===== src/rtl/regfile_writer.sv =====
// Write-back merge onto the register file's single write port: ALU results take
// priority, variable-latency results are buffered in a FIFO and drained in the gaps.
module regfile_writer #(
  parameter int ADDR_WIDTH   = 5,
  parameter int DATA_WIDTH   = 32,
  parameter int FIFO_DEPTH   = 4,
  parameter int STARVE_LIMIT = 8
) (
  input  logic                          clk,
  input  logic                          rst,
  input  logic                          alu_valid,
  input  logic [ADDR_WIDTH-1:0]         alu_rd,
  input  logic [DATA_WIDTH-1:0]         alu_data,
  input  logic                          mem_valid,
  output logic                          mem_ready,
  input  logic [ADDR_WIDTH-1:0]         mem_rd,
  input  logic [DATA_WIDTH-1:0]         mem_data,
  input  logic                          issue_valid,
  input  logic [ADDR_WIDTH-1:0]         issue_rd,
  output logic [(2**ADDR_WIDTH)-1:0]    busy_mask,
  output logic                          drain_req,
  output logic [$clog2(FIFO_DEPTH):0]   fifo_count,
  output logic                          wen,
  output logic [ADDR_WIDTH-1:0]         waddr,
  output logic [DATA_WIDTH-1:0]         wdata
);

  localparam int NREG  = 2**ADDR_WIDTH;
  localparam int PTR_W = $clog2(FIFO_DEPTH);
  localparam int CNT_W = PTR_W + 1;
  localparam int ST_W  = $clog2(STARVE_LIMIT + 1);
  localparam logic [CNT_W-1:0] DEPTH_C    = CNT_W'(FIFO_DEPTH);
  localparam logic [ST_W-1:0]  STARVE_MAX = ST_W'(STARVE_LIMIT);

  logic [ADDR_WIDTH-1:0] rd_q   [FIFO_DEPTH];
  logic [DATA_WIDTH-1:0] data_q [FIFO_DEPTH];
  logic [PTR_W-1:0]      wr_ptr, rd_ptr;
  logic [ST_W-1:0]       starve_cnt;
  logic [NREG-1:0]       busy_next;
  logic [ADDR_WIDTH-1:0] head_rd;
  logic                  alu_take, push, pop, fifo_empty;

  // mem handshake: a transfer happens on any edge where mem_valid && mem_ready;
  // mem_ready depends only on registered occupancy, so a same-cycle pop gives no credit.
  assign mem_ready  = !rst && (fifo_count < DEPTH_C);
  assign fifo_empty = (fifo_count == '0);
  assign alu_take   = alu_valid && (alu_rd != '0);
  assign push       = mem_valid && mem_ready && (mem_rd != '0);
  assign pop        = !alu_take && !fifo_empty;
  assign head_rd    = rd_q[rd_ptr];
  assign drain_req  = (fifo_count == DEPTH_C) || (starve_cnt == STARVE_MAX);

  always_ff @(posedge clk) begin
    if (push) begin
      rd_q[wr_ptr]   <= mem_rd;
      data_q[wr_ptr] <= mem_data;
    end
  end

  always_ff @(posedge clk) begin
    if (rst) begin
      wr_ptr     <= '0;
      rd_ptr     <= '0;
      fifo_count <= '0;
    end else begin
      if (push) wr_ptr <= wr_ptr + PTR_W'(1);
      if (pop)  rd_ptr <= rd_ptr + PTR_W'(1);
      case ({push, pop})
        2'b10:   fifo_count <= fifo_count + CNT_W'(1);
        2'b01:   fifo_count <= fifo_count - CNT_W'(1);
        default: fifo_count <= fifo_count;
      endcase
    end
  end

  // Issue is applied after the pop clear so a same-edge set wins.
  always_comb begin
    busy_next = busy_mask;
    if (pop) busy_next[head_rd] = 1'b0;
    if (issue_valid && (issue_rd != '0)) busy_next[issue_rd] = 1'b1;
    busy_next[0] = 1'b0;
  end

  always_ff @(posedge clk) begin
    if (rst) busy_mask <= '0;
    else     busy_mask <= busy_next;
  end

  always_ff @(posedge clk) begin
    if (rst || fifo_empty || pop) starve_cnt <= '0;
    else if (starve_cnt != STARVE_MAX) starve_cnt <= starve_cnt + ST_W'(1);
  end

  always_ff @(posedge clk) begin
    if (rst) begin
      wen   <= 1'b0;
      waddr <= '0;
      wdata <= '0;
    end else if (alu_take) begin
      wen   <= 1'b1;
      waddr <= alu_rd;
      wdata <= alu_data;
    end else if (pop) begin
      wen   <= 1'b1;
      waddr <= head_rd;
      wdata <= data_q[rd_ptr];
    end else begin
      wen   <= 1'b0;
    end
  end

endmodule


===== config.mk =====
export PLATFORM = sky130hd
export DESIGN_NAME = regfile_writer
export DESIGN_NICKNAME = d
export VERILOG_FILES = /design/src/rtl/regfile_writer.sv
export SDC_FILE = /design/constraint.sdc
export NUM_CORES = 1
export LEC_CHECK = 0
export BUFFER_PORTS_ARGS = -buffer_cell sky130_fd_sc_hd__buf_2
export CAP_MARGIN = 20
export CORE_MARGIN = 4
export CORE_UTILIZATION = 50
export CTS_CLUSTER_DIAMETER = 200
export DETAILED_ROUTE_END_ITERATION = 7
export GPL_TIMING_DRIVEN = 0
export HOLD_SLACK_MARGIN = 0.02
export PLACE_DENSITY = 0.75
export RECOVER_POWER = 100
export SLEW_MARGIN = 20
export SYNTH_ARGS = -nofsm -noshare
export SYNTH_HDL_FRONTEND = slang
export SYNTH_SLANG_ARGS = --single-unit

===== constraint.sdc =====
create_clock -name clk -period 2.17 [get_ports clk]
set_input_delay 0.1085 -clock clk [delete_from_list [all_inputs] [get_ports clk]]
set_output_delay 0.1085 -clock clk [all_outputs]
set_load 0.02 [all_outputs]

==> impl_metrics.env, run 1 <==
export IMPL_synth_warnings=0
export IMPL_ys_ff_latch=230
export IMPL_r2r_cells=7
export IMPL_port_buffer_count=157
export IMPL_die_w_um=141.7
export IMPL_fin_nets=1011
export IMPL_drive_gt1_share_pct=20.06
export IMPL_avgViaCountPerCell=5.648
export IMPL_vias=6574
export IMPL_critPathMaxStageDelay_ps=510
export IMPL_cp_num_buf_inv=3
export IMPL_grt_remaining_overflow=0
export IMPL_detail_route_wl_per_cell_um=19.92
export IMPL_regToRegEndpoint="busy_mask[28]"
export IMPL_syn_avg_cell_area_um2=13.97
export IMPL_drc=0
export IMPL_cts_buffers=24
export IMPL_tightestPinTransition_ps=703.2
export IMPL_drtPass1Iterations=5
export IMPL_path_cells="buf_8, mux4_2, buf_6, a2111o_2, buf_4, o31ai_2, a21oi_1"
export IMPL_finalSetupViolCount=6
export IMPL_critical_path_class="reg -> reg"
export IMPL_groute_usage_overall_pct=22.75
export IMPL_maxCapViolCount=0
export IMPL_die_y_um=141.7
export IMPL_fin_tns_setup_ps=-91.70
export IMPL_cp_top_family="compound AO/OA/AOI/OAI gates"
export IMPL_fin_ws_ps=-56.74
export IMPL_outcome="finished, violations left"
export IMPL_mostFrequentLayoutCells="148 x edfxtp_1, 136 x clkbuf_1, 98 x nand2_1, 78 x dlygate4sd3_1, 77 x dfxtp_1"
export IMPL_min_period_over_period_pct=102.6
export IMPL_cp_max_fo=6
export IMPL_ys_seq_area_share_pct=68.07
export IMPL_drtAntennaViolNets=0
export IMPL_hold_slack_ps=63.65
export IMPL_hold_path_class="in -> reg"
export IMPL_fp_coreArea_um2=17420
export IMPL_critical_path_arrival_ps=2610
export IMPL_place_hpwl_mm=14.23
export IMPL_violations="setup timing"
export IMPL_synth_cell_types=42
export IMPL_area_growth_synth_to_final_pct=31.51
export IMPL_drtIter0Drc=501
export IMPL_gp_congestion=0.8404
export IMPL_clock_root_buffer="clkbuf_16"
export IMPL_final_common_cell="edfxtp_1"
export IMPL_synth_edf_count=148
export IMPL_grt_pass1_wl_mm=36.03
export IMPL_crit_path_start_kind="register"
export IMPL_syn_nets=732
export IMPL_io_pin_count=159
export IMPL_fin_crit_ps=2227
export IMPL_h_tree_depth=1
export IMPL_initial_core_util_pct=51.34
export IMPL_rsz0062_at_grt="true"
export IMPL_p_leak_uw=0.003940
export IMPL_cp_depth=7
export IMPL_max_freq_mhz=449.1
export IMPL_wirelength_mm=23.19
export IMPL_worst_ep_required_time_ps=2550
export IMPL_finClkSkew_ps=8.752
export IMPL_dieArea_um2=20090
export IMPL_ir_worst_vdd_mv=0.8636
export IMPL_clk_pin_slew_ps=60
export IMPL_rrSetupSlack_ps=-60
export IMPL_syn_inst=640
export IMPL_grt_pass1_vias=6636
export IMPL_tritoncts="done"
export IMPL_syn_cell_area_um2=8941
export IMPL_clk_latency_ps=510
export IMPL_clock_sinks=230
export IMPL_ys_flop_type="edfxtp_1"
export IMPL_fillers=1316
export IMPL_power_per_cell_area_nw_per_um2=963.7
export IMPL_hold_viol=0
export IMPL_grt_max_degree=38
export IMPL_maxSlewViolCount=0
export IMPL_maxSlewHeadroom_pct=52.72
export IMPL_grt_antenna_before_repair=1
export IMPL_placementRows=48
export IMPL_critPathCaptureType="register"
export IMPL_clk_path_buf_depth=3
export IMPL_critPathCapture="busy_mask[28]"
export IMPL_slowest_stage="mux4_2"
export IMPL_async_flop_share_pct=0
==> worst min path at each step <==
stage,start,to,depth (start not counted)
after floorplan,mem_data[0],data_q[0][0],0
after CTS,rst,wdata[2],4
final,rst,wdata[2],4
after global routing,rst,wdata[1],4
after detailed placement,mem_data[0],data_q[1][0],1
after global placement,mem_data[6],data_q[2][6],1
==> through the flow <==
| step | util (%) | power [µW] | cells | area (µm²) | setup slack [ps] |
|---|---|---|---|---|---|
| 2_1_floorplan | - | 6260 | 640 | 8956 | 9.827 |
| 3_3_place_gp | 57.55 | 6878 | 1022 | 10020 | -373.7 |
| 3_5_place_dp | 57.55 | 6911 | 1022 | 10020 | -447.4 |
| 4_1_cts | 67.06 | 11270 | 1148 | 11680 | -104.1 |
| 5_1_grt | 67.50 | 11790 | 1163 | 11760 | -111.4 |
| 6_report | 67.51 | 11330 | 1164 | 11760 | -56.74 |
==> sequential cells by signal (all words and copies together), names as in the netlist, named ones only <==
signal,count
wr_ptr,2
wen,1
starve_cnt,4
data_q,128
rd_ptr,2
wdata,32
busy_mask,31
waddr,5
fifo_count,3
rd_q,20
==> cell families after synthesis <==
logic type	count (synthesis)	share of synthesized area (%)
flops	230	68.07
simple gates	153	7.599
compound gates	149	10.43
buf+inv	54	2.547
mux	38	9.432
fa+ha+maj	8	1.203
xor+xnor	7	0.6857
other cells	1	0.04194
==> per-layer routing <==
metal  share of wire, %  up-vias  GRT usage, %
met2                 48      318         37.69
met4                2.7        0         6.515
met5                  0        -             0
met3                8.7       47         4.651
li1                   -     3017             -
met1                 40     3192         30.73
==> what timing repair did <==
item,CTS,global route
setup endpoints to repair,191,145
hold buffers,78,0
pin swaps,4,14
endpoints found under the hold margin,198,0
setup buffers,5,14
gates resized for setup,6,30
==> power by group <==
part,internal [µW],switching [µW]
clock network,2550,1710
logic,770,1290
registers,4900,121
==> cells in the mapped netlist, drive strengths merged, types with 4 or more instances <==
cell / count / area share (%)
o31ai: 23 / 1.9
xor2: 5 / 0.49
edfxtp: 148 / 50
nor2: 12 / 0.50
mux4: 37 / 9.3
buf: 11 / 0.74
nand3: 11 / 0.62
nand2: 98 / 4.1
nor3b: 4 / 0.34
and2: 4 / 0.28
a31oi: 35 / 2.4
clkbuf: 32 / 1.3
a21oi: 36 / 2.0
o21ai: 37 / 2.1
o41ai: 11 / 1.2
inv: 11 / 0.46
dfxtp: 82 / 18
ha: 7 / 0.98
==> area by class of cell <==
type / instances / area, µm² / area share, %
multi-input cells: 356 / 2735 / 23.26
clock buffers: 26 / 618.1 / 5.256
plain buffers: 42 / 198.9 / 1.692
repair buffers: 254 / 1575 / 13.40
well taps: 225 / 281.5 / 2.394
flip-flops and latches: 230 / 6095 / 51.83
clock inverters: 18 / 209.0 / 1.777
inverters: 11 / 41.29 / 0.3511
diodes: 2 / 5.005 / 0.04256
==> worst reg2reg max path: stages (launching register included) <==
cell and delay, ps:
dfxtp_2 330, buf_8 110, mux4_2 520, buf_6 150
a2111o_2 510, buf_4 180, o31ai_2 190, a21oi_1 110
Power figures use the tool's default switching activity.
==> run 2: changes to the inputs <==
--- a/config.mk
+++ b/config.mk
@@ -5,6 +5,7 @@
 export SDC_FILE = /design/constraint.sdc
 export NUM_CORES = 1
 export LEC_CHECK = 0
+export ABC_AREA = 1
 export BUFFER_PORTS_ARGS = -buffer_cell sky130_fd_sc_hd__buf_2
 export CAP_MARGIN = 20
 export CORE_MARGIN = 4
==> run 2 against run 1 <==
The flow now finishes without violations. Worst setup slack improved by 140 ps. Highest routed layer unchanged. Global-route usage increased by 0.69 points. Maximum frequency increased by 6.9%.
==> impl_metrics.env, run 2 <==
export IMPL_outcome="finished clean"
export IMPL_syn_cell_area_um2=9422
export IMPL_ys_seq_area_share_pct=64.59
export IMPL_min_period_over_period_pct=96.01
export IMPL_dieArea_um2=21100
export IMPL_grt_max_degree=23
export IMPL_r2r_start="fifo_count[2]"
export IMPL_drtPass1Iterations=5
export IMPL_ir_worst_vdd_mv=0.7533
export IMPL_combPwrFrac_pct=26.9
export IMPL_drtIter0Drc=727
export IMPL_die_w_um=145.3
export IMPL_placementRows=49
export IMPL_seq_power_share_pct=40.4
export IMPL_power_total_uw=13040
export IMPL_grt_pass1_vias=7569
export IMPL_wirelength_mm=25.76
export IMPL_fin_ws_ps=86.65
export IMPL_final_common_cell="nand2_1"
export IMPL_drtAntennaViolNets=0
export IMPL_clk_pin_slew_ps=70
export IMPL_maxSlewViolCount=0
export IMPL_gp_congestion=0.8361
export IMPL_top_register="data_q"
export IMPL_ys_flop_type="edfxtp_1"
export IMPL_yosys_top_cells_count="260 x nand2_1, 148 x edfxtp_1, 82 x dfxtp_1"
export IMPL_critical_path_class="reg -> reg"
export IMPL_clock_root_buffer="clkbuf_16"
export IMPL_critPathCaptureType="register"
export IMPL_pre_cts_ws_ps=-232.1
export IMPL_fin_crit_ps=2083
export IMPL_mostFrequentLayoutCells="263 x nand2_1, 148 x edfxtp_1, 128 x clkbuf_1, 87 x o21ai_0, 83 x nor2_1"
export IMPL_worstHoldStart="issue_rd[1]"
export IMPL_synth_most_common_cell="nand2_1"
export IMPL_die_y_um=145.3
export IMPL_clk_latency_ps=520
export IMPL_finalSetupViolCount=0
export IMPL_p_leak_uw=0.004614
export IMPL_clock_sinks=230
export IMPL_max_freq_mhz=480.0
export IMPL_syn_nets=1037
export IMPL_synth_area_leaders="edfxtp_1 47%, dfxtp_1 17%, nand2_1 10%"
export IMPL_synth_top_area_cell="edfxtp_1"
export IMPL_tightestPinTransition_ps=770.1
export IMPL_stdcell_area_um2=12130
export IMPL_groute_usage_overall_pct=23.44
export IMPL_cp_max_fo=22
export IMPL_cp_num_buf_inv=2
export IMPL_critPathMaxStageDelay_ps=470
export IMPL_synth_cell_types=31
export IMPL_maxSlewHeadroom_pct=48.66
export IMPL_top_regs="data_q x128, wdata x32, busy_mask x31"
export IMPL_final_core_util_pct=66.37
export IMPL_place_hpwl_mm=16.49
export IMPL_power_internal_uw=8727
export IMPL_syn_avg_cell_area_um2=9.970
export IMPL_syn_inst=945
export IMPL_synth_top_area_share_pct=47.17
export IMPL_clk_path_buf_depth=3
export IMPL_initial_core_util_pct=51.57
export IMPL_path_cells="nor2_1, nand3_4, buf_12, nor2_4, buf_6"
export IMPL_grt_antenna_before_repair=2
export IMPL_detail_route_wl_per_cell_um=17.55
export IMPL_area_growth_synth_to_final_pct=28.71
export IMPL_io_pin_count=159
export IMPL_hold_slack_ps=60.76
export IMPL_cts_buffers=24
export IMPL_synth_warnings=0
export IMPL_sw_frac_of_total_pct=33.09
export IMPL_async_flop_share_pct=0
export IMPL_grt_pass1_wl_mm=39.92
export IMPL_synth_edf_count=148
export IMPL_power_per_cell_area_nw_per_um2=1076
export IMPL_h_tree_depth=1
export IMPL_hold_viol=0
export IMPL_drc=0
export IMPL_dpl_instance_area_um2=10610
export IMPL_ys_ff_latch=230
export IMPL_fp_coreArea_um2=18270
export IMPL_fin_nets=1311
export IMPL_tritoncts="done"
export IMPL_finClkSkew_ps=19.48
export IMPL_slowest_stage="nor2_4"
export IMPL_p_sw_uw=4316
export IMPL_avgViaCountPerCell=5.314
export IMPL_grt_remaining_overflow=0
export IMPL_startpoint="fifo_count[2]"
export IMPL_maxCapViolCount=0
export IMPL_critical_path_arrival_ps=2270
export IMPL_largest_reg_flops=128
export IMPL_crit_path_start_kind="register"
export IMPL_clkPwrFrac_pct=32.7
export IMPL_hold_path_class="in -> reg"
export IMPL_vias=7801
export IMPL_drive_gt1_share_pct=11.72
export IMPL_cp_top_family="simple AND/OR/NAND/NOR gates"
export IMPL_port_buffer_count=155
export IMPL_worst_ep_required_time_ps=2360
[run 2: power by group through the flow]
stage	Combinational (µW)	Clock (µW)	Sequential, µW
final	3500	4270	5270
after global routing	3870	4490	5310
after CTS	3610	4290	5260
after detailed placement	3470	0	5340
after global placement	3390	0	5340
after floorplan	2020	0	5600
[run 2: worst min-delay path, delay by kind of cell]
family          cells  cell delay (ps)
simple gates        2              270
buf+inv             1              100
compound gates      1               50
[run 2: final cells by class]
cell class / instances / area, µm²
Fill cell: 1415 / 6143
Sequential cell: 230 / 6090
Multi-Input combinational cell: 617 / 2880
Timing Repair Buffer: 248 / 1590
Clock buffer: 28 / 646.9
Tap cell: 229 / 286.5
Buffer: 43 / 236.5
Inverter: 55 / 214.0
Clock inverter: 16 / 177.7
Antenna cell: 2 / 5.005
[run 2: worst paths after layout]
check | slack, ps | cells after the start | endpoint
worst max-delay path | 90 | 5 | data_q[0][11]
worst min-delay path | 60 | 4 | busy_mask[25]
worst max register to register | 90 | 5 | data_q[0][11]
worst min register to register | 450 | 1 | fifo_count[0]
[run 2: layer usage]
layer / part of all wire, % / vias up / GRT usage [%]
met5: 0 / - / 0
met4: 2.0 / 0 / 5.651
met3: 8.4 / 54 / 4.022
met2: 49 / 360 / 41.06
met1: 41 / 3633 / 30.58
li1: - / 3754 / -
[run 2: timing repair]
item	in CTS	in global routing
buffers inserted	0	7
resized for setup	2	5
setup endpoints to repair	17	66
endpoints found under the hold margin	201	0
cloned	1	0
pin swaps	1	2
hold buffers	82	0
[run 2: through the flow]
stage / cells / TNS [ps]
finish: 1468 / 0
global route: 1468 / -5.201
CTS: 1459 / 0
detailed placement: 1333 / -232.1
global placement: 1329 / -28360
floorplan: 945 / 0
[run 2: cell families (layout without fill, tap and decap cells)]
family	Yosys count	after routing	share of synthesized area [%]
AOI/OAI and AO/OA	190	190	10.69
other	1	3	0.03980
DFF	230	230	64.59
buffers and inverters	99	390	4.821
and+or+nand+nor	414	415	18.43
adders and majority gates	8	8	1.142
xor gates and xnor gates	3	3	0.2789
==> run 3: changes to the inputs <==
--- a/config.mk
+++ b/config.mk
@@ -15,7 +15,6 @@
 export GPL_TIMING_DRIVEN = 0
 export HOLD_SLACK_MARGIN = 0.02
 export PLACE_DENSITY = 0.75
-export RECOVER_POWER = 100
 export SLEW_MARGIN = 20
 export SYNTH_ARGS = -nofsm -noshare
 export SYNTH_HDL_FRONTEND = slang
==> run 3 against run 2 <==
Global-route usage did not move. Hold slack better by 5.8 ps. Via count barely moved. Clock power hardly changed. Design area up 1.8%.
==> impl_metrics.env, run 3 (same netlist as run 2, synthesis figures left out) <==
export IMPL_stdcell_count=1468
export IMPL_final_common_cell="nand2_1"
export IMPL_power_per_cell_area_nw_per_um2=1069
export IMPL_grt_pass1_wl_mm=39.92
export IMPL_power_total_uw=13200
export IMPL_avgViaCountPerCell=5.316
export IMPL_drtPass1Iterations=6
export IMPL_worst_ep_required_time_ps=2550
export IMPL_maxSlewViolCount=0
export IMPL_fin_ws_ps=134.9
export IMPL_initial_core_util_pct=51.57
export IMPL_die_w_um=145.3
export IMPL_largest_reg_flops=128
export IMPL_worstHoldStart="issue_rd[0]"
export IMPL_drtIter0Drc=640
export IMPL_wirelength_mm=25.69
export IMPL_hold_viol=0
export IMPL_p_sw_uw=4360
export IMPL_clk_path_buf_depth=3
export IMPL_maxSlewHeadroom_pct=48.38
export IMPL_detail_route_wl_per_cell_um=17.50
export IMPL_top_register="data_q"
export IMPL_grt_pass1_vias=7569
export IMPL_regToRegEndpoint="fifo_count[2]"
export IMPL_fp_coreArea_um2=18270
export IMPL_drive_gt1_share_pct=22.15
export IMPL_critPathCaptureType="register"
export IMPL_clk_latency_ps=510
export IMPL_power_internal_uw=8842
export IMPL_grt_max_degree=23
export IMPL_combPwrFrac_pct=27.9
export IMPL_slowest_stage="fa_1"
export IMPL_place_inst=1333
export IMPL_gp_congestion=0.8361
export IMPL_sw_frac_of_total_pct=33.03
export IMPL_fin_nets=1311
export IMPL_p_leak_uw=0.005019
export IMPL_die_y_um=145.3
export IMPL_drtAntennaViolNets=0
export IMPL_max_freq_mhz=491.4
export IMPL_cp_num_buf_inv=4
export IMPL_area_growth_synth_to_final_pct=31.02
export IMPL_top_regs="data_q x128, wdata x32, busy_mask x31"
export IMPL_clk_pin_slew_ps=60
export IMPL_rrSetupSlack_ps=130
export IMPL_placementRows=49
export IMPL_outcome="finished clean"
export IMPL_io_pin_count=159
export IMPL_hold_path_class="in -> reg"
export IMPL_mostFrequentLayoutCells="260 x nand2_1, 173 x buf_2, 148 x edfxtp_1, 82 x dlygate4sd3_1"
export IMPL_ir_worst_vdd_mv=0.7480
export IMPL_crit_path_start_kind="register"
export IMPL_dieArea_um2=21100
export IMPL_maxCapViolCount=0
export IMPL_h_tree_depth=1
export IMPL_tritoncts="done"
export IMPL_port_buffer_count=155
export IMPL_grt_remaining_overflow=0
export IMPL_finClkSkew_ps=12.92
export IMPL_seq_power_share_pct=39.9
export IMPL_clock_sinks=230
export IMPL_groute_usage_overall_pct=23.44
export IMPL_cts_buffers=24
export IMPL_critical_path_arrival_ps=2420
export IMPL_grt_antenna_before_repair=2
export IMPL_clkPwrFrac_pct=32.2
export IMPL_min_period_over_period_pct=93.78
export IMPL_holdPathStages=4
export IMPL_cp_top_family="adder cells"
export IMPL_hold_path_end="busy_mask[14]"
export IMPL_tightestPinTransition_ps=773.4
export IMPL_fin_crit_ps=2035
export IMPL_path_cells="inv_2, nand2_2, nor2_8, inv_2, nand2_2, clkinv_4, ha_1, inv_1, fa_1, a21oi_1, o21ai_0, xor2_1, nor2_1"
export IMPL_finalSetupViolCount=0
export IMPL_r2r_start="fifo_count[0]"
export IMPL_pre_cts_ws_ps=-232.1
export IMPL_clock_root_buffer="clkbuf_16"
export IMPL_place_hpwl_mm=16.49
export IMPL_drc=0
export IMPL_r2r_cells=13
export IMPL_cp_max_fo=10
export IMPL_fin_tns_setup_ps=0
export IMPL_vias=7804
export IMPL_fillers=1340
export IMPL_critPathMaxStageDelay_ps=390
export IMPL_critical_path_class="reg -> reg"
## run 3: changes by cell type in the layout (fill, tap and decap cells not counted), moves of 3 or more
cell      before  now
buf_2         58  173
clkbuf_1     128   14
inv_1         48   45
inv_2          5    8
nand2_1      263  260
nand2_2        3    6
nor2_1        83   74
nor2_2         2    6
nor2_4         7   12
o21ai_0       87   79
o21ai_1        7   15
## run 3: worst max path at each step
stage	from	end	slack, ps	cells after the start
3_5_place_dp	fifo_count[0]	fifo_count[2]	-230	14
4_1_cts	fifo_count[0]	fifo_count[2]	5	13
6_report	fifo_count[0]	fifo_count[2]	130	13
5_1_grt	fifo_count[1]	fifo_count[2]	-5	13
2_1_floorplan	fifo_count[0]	fifo_count[2]	8	14
3_3_place_gp	fifo_count[2]	data_q[3][11]	-230	3
## run 3: power groups by stage
| stage | sequential [µW] | combinational (µW) | clock, µW |
|---|---|---|---|
| 2_1_floorplan | 5600 | 2020 | 0 |
| 3_3_place_gp | 5340 | 3390 | 0 |
| 3_5_place_dp | 5340 | 3470 | 0 |
| 4_1_cts | 5260 | 3610 | 4290 |
| 5_1_grt | 5310 | 4050 | 4490 |
| 6_report | 5270 | 3690 | 4250 |
## run 3: worst reg2reg max path, cell delays in order, from the launching register on
cell and delay (ps):
dfxtp_2 350, inv_2 50, nand2_2 110, nor2_8 80
inv_2 80, nand2_2 80, clkinv_4 70, ha_1 130
inv_1 70, fa_1 390, a21oi_1 170, o21ai_0 120
xor2_1 160, nor2_1 50
## run 3: final cells by class
cell class / count / area [µm²] / area share, %
clock buffers: 28 / 646.9 / 5.240
flip-flops and latches: 230 / 6090 / 49.33
inverters: 55 / 214.0 / 1.733
multi-input cells: 617 / 2935 / 23.78
well taps: 229 / 286.5 / 2.321
clock inverters: 16 / 177.7 / 1.439
plain buffers: 43 / 240.2 / 1.946
repair buffers: 248 / 1749 / 14.17
diodes: 2 / 5.005 / 0.04054
## run 3: what timing repair did
action | CTS | global route
buffers inserted | 0 | 7
cloned | 1 | 0
setup endpoints to repair | 17 | 66
pin swaps | 1 | 2
endpoints found under the hold margin | 201 | 0
gates resized for setup | 2 | 5
hold buffers | 82 | 0
## run 3: through the flow
step	util [%]	instance area (µm²)	hold slack, ps
floorplan	-	9458	207.4
global placement	57.58	10520	321.5
detailed placement	58.06	10610	323.1
CTS	67.10	12260	38.43
global route	67.57	12340	68.38
finish	67.57	12340	66.56
## run 3: routing by layer
layer  share of wire (%)  track usage, %  vias to the layer above  wire, µm
li1                    -               -                     3753         -
met1                  40           30.58                     3627     10340
met2                  49           41.06                      375     12670
met3                 8.4           4.022                       49      2163
met4                 2.0           5.651                        0       520
met5                   0               0                        -         0
